File: config.mk
export PLATFORM = sky130hd
export DESIGN_NAME = apb_uart_fifo
export DESIGN_NICKNAME = d
export VERILOG_FILES = /design/src/rtl/apb_uart_fifo.sv
export SDC_FILE = /design/constraint.sdc
export NUM_CORES = 1
export LEC_CHECK = 0
export CORE_UTILIZATION = 40
export CTS_CLUSTER_DIAMETER = 40
export DETAILED_ROUTE_END_ITERATION = 12
export PLACE_DENSITY_LB_ADDON = 0.15
export SYNTH_ARGS = -nofsm -noshare
export SYNTH_HDL_FRONTEND = slang
export SYNTH_SLANG_ARGS = --single-unit
File: constraint.sdc
create_clock -name clk -period 5.1 [get_ports clk]
set_input_delay 1.02 -clock clk [delete_from_list [all_inputs] [get_ports clk]]
set_output_delay 1.02 -clock clk [all_outputs]
set_load 0.01 [all_outputs]
File: src/rtl/apb_uart_fifo.sv
// APB UART slave with TX/RX FIFOs, parity, sticky error flags.
// Define APB_UART_IRQ_EN to add the level interrupt output irq.
module apb_uart_fifo #(
    parameter int DATA_BITS  = 8,
    parameter int FIFO_DEPTH = 8,
    parameter int DIV_W      = 16,
    parameter int DIV_RST    = 15
) (
    input  logic        clk,
    input  logic        rst,
    input  logic        rxd,
    output logic        txd,
    input  logic [3:0]  paddr,
    input  logic        psel,
    input  logic        penable,
    input  logic        pwrite,
    input  logic [31:0] pwdata,
    output logic [31:0] prdata,
    output logic        pready,
    output logic        pslverr
`ifdef APB_UART_IRQ_EN
    ,
    output logic        irq
`endif
);
    localparam int AW = $clog2(FIFO_DEPTH);
    localparam int BW = $clog2(DATA_BITS);
    localparam logic [2:0] ST_IDLE   = 3'd0;
    localparam logic [2:0] ST_START  = 3'd1;
    localparam logic [2:0] ST_DATA   = 3'd2;
    localparam logic [2:0] ST_PARITY = 3'd3;
    localparam logic [2:0] ST_STOP   = 3'd4;
    localparam logic [DIV_W-1:0] MIN_DIV = DIV_W'(3);
    localparam logic [DIV_W-1:0] ONE = DIV_W'(1);
    localparam logic [BW-1:0] LAST = BW'(DATA_BITS - 1);
`ifdef APB_UART_IRQ_EN
    localparam logic [5:0] CTRL_MASK = 6'h3F;
`else
    localparam logic [5:0] CTRL_MASK = 6'h0F;
`endif

    logic wr, rd_setup, rd_acc, a_ctrl, a_div, a_stat, a_data;
    assign wr       = psel & penable & pwrite;
    assign rd_setup = psel & !penable & !pwrite;
    assign rd_acc   = psel & penable & !pwrite;
    assign a_ctrl   = paddr == 4'h0;
    assign a_div    = paddr == 4'h4;
    assign a_stat   = paddr == 4'h8;
    assign a_data   = paddr == 4'hC;
    assign pready   = 1'b1;
    assign pslverr  = 1'b0;

    logic [5:0] ctrl_q;
    logic [DIV_W-1:0] div_q, eff_div, rx_half;
    logic [DIV_W:0] half_w;
    logic ovr_q, perr_q, ferr_q, ovr_d, perr_d, ferr_d;
    logic [31:0] prdata_q, rd_mux;
    logic rd_ok_q;

    assign eff_div = (div_q < MIN_DIV) ? MIN_DIV : div_q;
    assign half_w  = ({1'b0, eff_div} + {{DIV_W{1'b0}}, 1'b1}) >> 1;
    assign rx_half = half_w[DIV_W-1:0] - ONE;

    logic [DATA_BITS-1:0] txm_q [FIFO_DEPTH];
    logic [DATA_BITS-1:0] rxm_q [FIFO_DEPTH];
    logic [AW:0] tx_wp_q, tx_rp_q, rx_wp_q, rx_rp_q;
    logic tx_full, tx_empty, rx_full, rx_empty;
    logic tx_push, tx_pop, rx_push, rx_pop;
    logic [DATA_BITS-1:0] tx_head, rx_head;

    assign tx_full  = (tx_wp_q[AW] != tx_rp_q[AW]) &&
                      (tx_wp_q[AW-1:0] == tx_rp_q[AW-1:0]);
    assign tx_empty = tx_wp_q == tx_rp_q;
    assign rx_full  = (rx_wp_q[AW] != rx_rp_q[AW]) &&
                      (rx_wp_q[AW-1:0] == rx_rp_q[AW-1:0]);
    assign rx_empty = rx_wp_q == rx_rp_q;
    assign tx_head  = txm_q[tx_rp_q[AW-1:0]];
    assign rx_head  = rxm_q[rx_rp_q[AW-1:0]];
    assign tx_push  = wr & a_data & !tx_full;
    // rd_ok_q ties the pop to what the setup phase actually returned
    assign rx_pop   = rd_acc & a_data & rd_ok_q;

    logic [2:0] tx_st_q, tx_st_d;
    logic [DIV_W-1:0] tx_cnt_q, tx_cnt_d;
    logic [DATA_BITS-1:0] tx_sh_q, tx_sh_d;
    logic [BW-1:0] tx_bit_q, tx_bit_d;
    logic tx_par_q, tx_par_d, txd_q, txd_d, tx_go;

    assign tx_go = ctrl_q[0] & !tx_empty;
    assign txd   = txd_q;

    always_comb begin
        tx_st_d  = tx_st_q;
        tx_cnt_d = tx_cnt_q;
        tx_sh_d  = tx_sh_q;
        tx_bit_d = tx_bit_q;
        tx_par_d = tx_par_q;
        txd_d    = txd_q;
        tx_pop   = 1'b0;
        if (tx_st_q != ST_IDLE && tx_cnt_q != '0) begin
            tx_cnt_d = tx_cnt_q - ONE;
        end else begin
            tx_cnt_d = eff_div;
            unique case (tx_st_q)
                ST_IDLE, ST_STOP: begin
                    if (tx_go) begin
                        tx_pop   = 1'b1;
                        tx_st_d  = ST_START;
                        txd_d    = 1'b0;
                        tx_sh_d  = tx_head;
                        tx_par_d = ^tx_head ^ ctrl_q[3];
                    end else begin
                        tx_st_d = ST_IDLE;
                        txd_d   = 1'b1;
                    end
                end
                ST_START: begin
                    tx_st_d  = ST_DATA;
                    txd_d    = tx_sh_q[0];
                    tx_sh_d  = tx_sh_q >> 1;
                    tx_bit_d = '0;
                end
                ST_DATA: begin
                    if (tx_bit_q == LAST) begin
                        tx_st_d = ctrl_q[2] ? ST_PARITY : ST_STOP;
                        txd_d   = ctrl_q[2] ? tx_par_q : 1'b1;
                    end else begin
                        txd_d    = tx_sh_q[0];
                        tx_sh_d  = tx_sh_q >> 1;
                        tx_bit_d = tx_bit_q + BW'(1);
                    end
                end
                ST_PARITY: begin
                    tx_st_d = ST_STOP;
                    txd_d   = 1'b1;
                end
                default: begin
                    tx_st_d = ST_IDLE;
                    txd_d   = 1'b1;
                end
            endcase
        end
    end

    logic rx_s1_q, rx_s2_q, rx_s3_q, rx_fall;
    logic [2:0] rx_st_q, rx_st_d;
    logic [DIV_W-1:0] rx_cnt_q, rx_cnt_d;
    logic [DATA_BITS-1:0] rx_sh_q, rx_sh_d;
    logic [BW-1:0] rx_bit_q, rx_bit_d;
    logic rx_pbad_q, rx_pbad_d, rx_done, ferr_set, perr_set, ovr_set;

    assign rx_fall = rx_s3_q & !rx_s2_q;
    assign rx_push = rx_done & !rx_full;
    assign ovr_set = rx_done & rx_full;

    always_comb begin
        rx_st_d   = rx_st_q;
        rx_cnt_d  = rx_cnt_q;
        rx_sh_d   = rx_sh_q;
        rx_bit_d  = rx_bit_q;
        rx_pbad_d = rx_pbad_q;
        rx_done   = 1'b0;
        ferr_set  = 1'b0;
        perr_set  = 1'b0;
        if (rx_st_q == ST_IDLE) begin
            if (ctrl_q[1] & rx_fall) begin
                rx_st_d   = ST_START;
                rx_cnt_d  = rx_half;
                rx_pbad_d = 1'b0;
            end
        end else if (rx_cnt_q != '0) begin
            rx_cnt_d = rx_cnt_q - ONE;
        end else begin
            rx_cnt_d = eff_div;
            unique case (rx_st_q)
                ST_START: begin
                    rx_st_d  = rx_s2_q ? ST_IDLE : ST_DATA;
                    rx_bit_d = '0;
                end
                ST_DATA: begin
                    rx_sh_d = {rx_s2_q, rx_sh_q[DATA_BITS-1:1]};
                    if (rx_bit_q == LAST) begin
                        rx_st_d = ctrl_q[2] ? ST_PARITY : ST_STOP;
                    end else begin
                        rx_bit_d = rx_bit_q + BW'(1);
                    end
                end
                ST_PARITY: begin
                    rx_pbad_d = rx_s2_q ^ (^rx_sh_q) ^ ctrl_q[3];
                    rx_st_d   = ST_STOP;
                end
                default: begin
                    rx_st_d  = ST_IDLE;
                    rx_done  = 1'b1;
                    ferr_set = !rx_s2_q;
                    perr_set = rx_pbad_q;
                end
            endcase
        end
    end

    // a set in the same cycle as a W1C clear wins
    assign ovr_d  = (ovr_q  & !(wr & a_stat & pwdata[4])) | ovr_set;
    assign perr_d = (perr_q & !(wr & a_stat & pwdata[5])) | perr_set;
    assign ferr_d = (ferr_q & !(wr & a_stat & pwdata[6])) | ferr_set;

    always_comb begin
        rd_mux = '0;
        unique case (1'b1)
            a_ctrl: rd_mux = 32'(ctrl_q);
            a_div:  rd_mux = 32'(div_q);
            a_stat: rd_mux = {24'd0, tx_st_q != ST_IDLE, ferr_q, perr_q,
                              ovr_q, rx_empty, rx_full, tx_empty, tx_full};
            a_data: rd_mux = rx_empty ? '0 : 32'(rx_head);
            default: rd_mux = '0;
        endcase
    end
    assign prdata = prdata_q;

    always_ff @(posedge clk) begin
        if (tx_push) txm_q[tx_wp_q[AW-1:0]] <= pwdata[DATA_BITS-1:0];
        if (rx_push) rxm_q[rx_wp_q[AW-1:0]] <= rx_sh_q;
    end

    always_ff @(posedge clk or posedge rst) begin
        if (rst) begin
            ctrl_q    <= '0;
            div_q     <= DIV_W'(DIV_RST);
            ovr_q     <= 1'b0;
            perr_q    <= 1'b0;
            ferr_q    <= 1'b0;
            prdata_q  <= '0;
            rd_ok_q   <= 1'b0;
            tx_wp_q   <= '0;
            tx_rp_q   <= '0;
            rx_wp_q   <= '0;
            rx_rp_q   <= '0;
            tx_st_q   <= ST_IDLE;
            tx_cnt_q  <= '0;
            tx_sh_q   <= '0;
            tx_bit_q  <= '0;
            tx_par_q  <= 1'b0;
            txd_q     <= 1'b1;
            rx_s1_q   <= 1'b1;
            rx_s2_q   <= 1'b1;
            rx_s3_q   <= 1'b1;
            rx_st_q   <= ST_IDLE;
            rx_cnt_q  <= '0;
            rx_sh_q   <= '0;
            rx_bit_q  <= '0;
            rx_pbad_q <= 1'b0;
        end else begin
            if (wr & a_ctrl) ctrl_q <= pwdata[5:0] & CTRL_MASK;
            if (wr & a_div) div_q <= pwdata[DIV_W-1:0];
            ovr_q  <= ovr_d;
            perr_q <= perr_d;
            ferr_q <= ferr_d;
            if (rd_setup) begin
                prdata_q <= rd_mux;
                rd_ok_q  <= a_data & !rx_empty;
            end
            if (tx_push) tx_wp_q <= tx_wp_q + 1'b1;
            if (tx_pop)  tx_rp_q <= tx_rp_q + 1'b1;
            if (rx_push) rx_wp_q <= rx_wp_q + 1'b1;
            if (rx_pop)  rx_rp_q <= rx_rp_q + 1'b1;
            tx_st_q   <= tx_st_d;
            tx_cnt_q  <= tx_cnt_d;
            tx_sh_q   <= tx_sh_d;
            tx_bit_q  <= tx_bit_d;
            tx_par_q  <= tx_par_d;
            txd_q     <= txd_d;
            rx_s1_q   <= rxd;
            rx_s2_q   <= rx_s1_q;
            rx_s3_q   <= rx_s2_q;
            rx_st_q   <= rx_st_d;
            rx_cnt_q  <= rx_cnt_d;
            rx_sh_q   <= rx_sh_d;
            rx_bit_q  <= rx_bit_d;
            rx_pbad_q <= rx_pbad_d;
        end
    end

`ifdef APB_UART_IRQ_EN
    logic irq_q;
    always_ff @(posedge clk or posedge rst) begin
        if (rst) irq_q <= 1'b0;
        else irq_q <= (ctrl_q[4] & !rx_empty) | (ctrl_q[5] & tx_empty) |
                      (ctrl_q[4] & (ovr_q | perr_q | ferr_q));
    end
    assign irq = irq_q;
`endif

    logic unused_ok;
    assign unused_ok = ^{pwdata, half_w};
endmodule

== Yosys cells after proc, flatten, opt, wreduce, memory -nomap -nowiden ==
Memory sizes are Yosys's and may differ from the RTL's.
Cells that the tools add are included.

* Register bits after elaboration: 138
* Input bits: 42
* Memory bits (writable): 128
* Logic and storage cells: 179
* Memories: 2
* Output and inout port bits: 35

* $lt $le $gt $ge: 1
* Reductions and logical operators: 35
* Add/sub/neg operators: 10
* Bitwise logic cells: 33
* Muxes and demuxes: 48
* Eq/ne operators: 25

{| class="wikitable"
|+ Memories
! name !! depth !! width !! read ports !! clocked after memory_dff !! wr ports !! RTL line !! RTL
|-
| rxm_q || 8 || 8 || 1 || 0 || 1 || 65 || <nowiki>logic [DATA_BITS-1:0] rxm_q [FIFO_DEPTH];</nowiki>
|-
| txm_q || 8 || 8 || 1 || 0 || 1 || 64 || <nowiki>logic [DATA_BITS-1:0] txm_q [FIFO_DEPTH];</nowiki>
|}

{| class="wikitable"
|+ Operator list
! cell !! number
|-
| two-way mux 16 bit || 5
|-
| one-hot mux 16 bit (4 select lines) || 1
|-
| subtractor 16 x 1 -> 16 bit (second input constant) || 3
|-
| nonzero test 16 bit || 2
|-
| AND 1 bit || 24
|-
| two-way mux 1 bit || 24
|-
| two-way mux 3 bit || 8
|-
| two-way mux 8 bit || 3
|-
| one-hot mux 8 bit (3 select lines) || 1
|-
| adder 16 x 1 -> 17 bit (second input constant) || 1
|-
| adder 4 x 1 -> 4 bit (second input constant) || 4
|-
| < comparator 16 x 2 -> 1 bit (second input constant) || 1
|-
| parity 8 bit || 2
|-
| AND reduction 3 bit || 5
|-
| equality test 3 x 2 -> 1 bit (second input constant) || 4
|-
| one-hot mux 3 bit (2 select lines) || 2
|-
| one-hot mux 3 bit (4 select lines) || 1
|-
| logical NOT 1 bit || 10
|-
| inequality test 2 bit (second input constant) || 5
|-
| equality test 3 bit (second input constant) || 3
|-
| one-hot mux 3 bit (3 select lines) || 1
|-
| equality test 4 bit || 2
|-
| equality test 4 bit (second input constant) || 2
|-
| AND reduction 4 bit || 2
|-
| other kinds (20) || 36
|}

== Logic depth before layout (Yosys ltp) ==
* Depth after elaboration: 8
* Gate-level depth with buffers: 15
* Mapped depth without buffers: 13

== Worst setup path before layout ==
No wires, ideal clock.

* Path kind: register to register
* From: register div_q[8]
* To: register rx_cnt_q[15]
* Arrival time: 3.203 ns
* Setup time: 0.126 ns
* Clock period less this slack: 3.329 ns
* Cell stages (with the launch flop): 16
* Path buffers: 3
* Slack: 1.771 ns
* Data required time: 4.974 ns
* Cell sequence: dfrtp_1 > clkbuf_1 > nor3_1 > and4_1 > nor2_1 > inv_1 > ha_1 > clkbuf_1 > and4_1 > clkbuf_1 > nand3_1 > xnor2_1 > nor3b_1 > and4_1 > nor3_1 > o32a_1

* Word-level cells in the longest chain between the ends: 6
* Elaborated cells between the ends (all ways): 7
* Those cells by class: add/sub: 2; order compare: 1; mux: 4

{| class="wikitable"
|+ Ends and longest elaborated chain
! element !! RTL line !! RTL
|-
| start: declaration || 54 || <nowiki>logic [DIV_W-1:0] div_q, eff_div, rx_half;</nowiki>
|-
| start signal: assignment || 228 || <nowiki>div_q <= DIV_W'(DIV_RST);</nowiki>
|-
| start signal: assignment || 254 || <nowiki>if (wr & a_div) div_q <= pwdata[DIV_W-1:0];</nowiki>
|-
| < comparator 16 x 2 -> 1 bit || 60 || <nowiki>assign eff_div = (div_q < MIN_DIV) ? MIN_DIV : div_q;</nowiki>
|-
| two-way mux 16 bit (*) || 60 ||
|-
| adder 16 x 1 -> 17 bit || 61 || <nowiki>assign half_w = ({1'b0, eff_div} + {{DIV_W{1'b0}}, 1'b1}) >> 1;</nowiki>
|-
| subtractor 16 x 1 -> 16 bit || 62 || <nowiki>assign rx_half = half_w[DIV_W-1:0] - ONE;</nowiki>
|-
| two-way mux 16 bit || 166 || <nowiki>if (ctrl_q[1] & rx_fall) begin</nowiki>
|-
| two-way mux 16 bit (*) || 165 || <nowiki>if (rx_st_q == ST_IDLE) begin</nowiki>
|-
| end signal: assignment || 276 || <nowiki>rx_cnt_q <= rx_cnt_d;</nowiki>
|-
| end: declaration || 147 || <nowiki>logic [DIV_W-1:0] rx_cnt_q, rx_cnt_d;</nowiki>
|}

Mark *: on every way between the ends. The rest lies on a longest branch, timed or not. The select of a mux whose other input is x is not followed.
A chain may end at the register's enable or synchronous reset.

== Worst setup path in the final report ==
* From: register div_q[5]
* To: register rx_cnt_q[10]

The elaborated chain is that of the path after synthesis.

==> out/qor.yml <==
status:
  outcome: "completed"
timing:
  final.setup.worst_slack_ps: 1160
  hold_viol: 0
  totalNegativeSetupSlack_ps: 0
  min_period_ps: 3940
  finalSetupViolations: 0
  whs_ps: 353
  worst_pin_slew_ps: 1020
  max-slew-margin-rel: 0.321
  fin_worst_skew_ps: 26.5
  rsz0062_at_grt: "false"
  finalCritPeriodShare: 0.773
  fmax_mhz: 254
  slew_viol_final: 0
clock_network:
  clock_latency_ps: 530
  cts.hold.buffers_added: 0
  clockRootBuffer: "clkbuf_16"
  post_cts_buffers: 0
  cts.path.max_buffers: 3
  cts_made_buffers: 39
  cts_tree: "yes"
  h-tree-depth: 2
  cts_num_sinks: 250
  post_cts_resized: 0
  clkSlewWorstSetupHoldPaths_ps: 50
detailed_routing:
  num_vias: 7571
  drt_wl_total_um: 27200
  drt_iter0_drc: 373
  drc: 0
  wl_per_cell_um: 19.2
  ant_nets: 0
  firstDrtPassIters: 5
  vias_per_cell: 5.34
logic_synthesis:
  synthCells: 957
  ys_warn_count: 0
  yosys_most_used_dff: "edfxtp_1"
  avgSynthCellArea_um2: 12.5
  synth-async-reset-ratio: 0.488
  netlist_area_um2: 12000
  seq_area_frac_synth: 0.576
  synth_edf_count: 128
  yosysUniqueCellTypes: 66
  yosys_register_bits: 250
power_and_ir_drop:
  p_leak_uw: 0.00525
  p_total_uw: 6790
  power.density_nw_per_um2: 481
  peakVddDrop_uv: 296
global_route:
  antenna_found_initial: 1
  overflow: 0
  grt_pass1_wl_um: 43600
  grt_start_max_net_pins: 64
  track_usage: 0.184
  grt_pass1_vias: 7633
floorplanning:
  dieArea_um2: 30700
  start_util: 0.405
  core_um2: 29600
  die_h_um: 175
  ios: 77
  rows: 63
  die_w_um: 175
cells_and_area:
  drive_above_1_share: 0.180
  nNetsFinal: 1054
  multi_input_area_um2: 4710
  stdcell_count: 1419
  syn2layout_area_growth_pct: 17.7
  seqCellArea_um2: 6910
  n_antenna_cell: 0
  fillers: 2684
setup_path:
  path_buf_inv: 1
  startpoint_type: "flip-flop"
  crit_chain: "nor3_1 -> and4_1 -> nor2_1 -> inv_1 -> ha_1 -> and4_1 -> o21ai_0 -> a211oi_1 -> nor3b_1 -> xnor2_1 -> a211oi_1 -> a21oi_1"
  critPathTopFamily: "simple AND/OR/NAND/NOR gates"
  crit_fanout: 13
  crit_required_ps: 5460
  critPathArrivalTime_ps: 4300
  max_stage_delay_ps: 760
  end_kind: "flip-flop"
  worstSetupPathType: "flip-flop to flip-flop"
  worst_path_max_delay_cell: "a211oi_1"
placed_design:
  place_ws_ps: 1180
  hpwl_um: 18000
  gp_congestion: 0.789
  placed_cells: 1348
  port_buffers: 42
min_path:
  min_path_type: "flip-flop to flip-flop"
job:
  maxCapViolations: 0
## routing by layer
| layer | part of all wire | global-route usage | vias to the layer above |
|---|---|---|---|
| met3 | 0.040 | 0.0344 | 50 |
| met1 | 0.48 | 0.258 | 3781 |
| met2 | 0.46 | 0.288 | 157 |
| met5 | 0.00048 | 0 | - |
| li1 | - | - | 3581 |
| met4 | 0.025 | 0.0580 | 2 |
## placed cells by master (no fill, tap or decap), types with 9 or more instances in the layout
cell               n
a21oi_1           35
a22o_1            12
buf_4             21
clkbuf_16         39
clkdlybuf4s50_1   42
conb_1            18
dfrtp_1          114
edfxtp_1         128
ha_1              13
inv_1             14
mux2_2            43
mux2i_1           27
mux4_2            32
nand2_1           75
nand2b_1          11
nand3_1           25
nand4_1           10
nor2_1            66
nor2b_1            9
nor3_1            21
o21ai_0           38
o221ai_1           9
xnor2_1           57
xor2_1            22
## cell families (layout without fill, tap and decap cells)
logic type               Yosys count  in the layout  share of synthesized area
multiplexers                     102            102                      0.123
AO/OA/AOI/OAI                    143            143                     0.0782
other                              2             18                   0.000627
AND/OR/NAND/NOR                  275            275                      0.115
XOR/XNOR                          79             79                     0.0577
buffers and inverters             93            149                     0.0358
adder cells (fa/ha/maj)           13             13                     0.0136
flip-flops                       250            250                      0.576
## cell type report
class | count | area share
flip-flops and latches | 250 | 0.490
multi-input cells | 630 | 0.334
clock buffers | 47 | 0.0727
repair buffers | 63 | 0.0410
well taps | 390 | 0.0346
clock inverters | 24 | 0.0234
inverters | 15 | 0.00435
## synth_stat cells (3+ instances only)
cell type / instances / area, um2
a211oi_1: 7 / 52.6
a21oi_1: 35 / 175
a22o_1: 12 / 105
a22oi_1: 7 / 52.6
a31oi_1: 4 / 25.0
and3_1: 7 / 43.8
and4_1: 5 / 43.8
buf_1: 7 / 26.3
buf_2: 3 / 15.0
buf_4: 18 / 135
clkbuf_1: 48 / 180
dfrtp_1: 114 / 2850
dfstp_2: 8 / 210
edfxtp_1: 128 / 3840
ha_1: 13 / 163
inv_1: 15 / 56.3
mux2_2: 43 / 484
mux2i_1: 27 / 270
mux4_2: 32 / 721
nand2_1: 75 / 282
nand2b_1: 11 / 68.8
nand3_1: 25 / 125
nand3b_1: 3 / 22.5
nand4_1: 10 / 62.6
nor2_1: 66 / 248
nor2b_1: 9 / 56.3
nor3_1: 21 / 105
nor3b_1: 6 / 45.0
nor4_1: 7 / 43.8
o211ai_1: 5 / 37.5
o21a_1: 6 / 45.0
o21ai_0: 38 / 190
o221ai_1: 9 / 78.8
o31ai_1: 3 / 22.5
or2_2: 4 / 25.0
or3_1: 8 / 50.1
or4_1: 4 / 30.0
xnor2_1: 57 / 499
xor2_1: 22 / 193
## path summary, 6_finish.rpt
path                                      start                       end  slack, ps  cells after the start
setup / recovery           div_q[5]$_DFFE_PP0P_  rx_cnt_q[10]$_DFFE_PP0P_       1160                     12
hold / removal                rx_s1_q$_DFF_PP1_         rx_s2_q$_DFF_PP1_        350                      0
setup reg to reg           div_q[5]$_DFFE_PP0P_  rx_cnt_q[10]$_DFFE_PP0P_       1160                     12
hold reg to reg               rx_s1_q$_DFF_PP1_         rx_s2_q$_DFF_PP1_        350                      0
max in group asynchronous                   rst         rx_s1_q$_DFF_PP1_       3250                      3
min in group asynchronous                   rst      div_q[9]$_DFFE_PP0P_        950                      2
## worst reg2reg max path: stages (launching register included)
cell and delay, ps:
dfrtp_1 550, nor3_1 330, and4_1 250, nor2_1 60, inv_1 110, ha_1 370
and4_1 400, o21ai_0 170, a211oi_1 760, nor3b_1 310, xnor2_1 140, a211oi_1 250
a21oi_1 70
## power breakdown
part / total, uW / internal (uW) / switching [uW]
clock: 2700 / 1720 / 985
sequential: 2610 / 2350 / 265
combinational: 1470 / 677 / 793
## per-stage QoR
stage	instance area (um2)	utilization
2_1_floorplan	12000	-
3_3_place_gp	12700	0.431
3_5_place_dp	12700	0.431
4_1_cts	14100	0.477
5_1_grt	14100	0.477
6_report	14100	0.477
## registers in the layout, indices dropped and copies added, names as in the netlist, 8 cells and up
register and cells:
div_q 16, prdata 16, rx_cnt_q 16, rx_sh_q 8
rxm_q 64, tx_cnt_q 16, tx_sh_q 8, txm_q 64
Power figures use the tool's default switching activity.
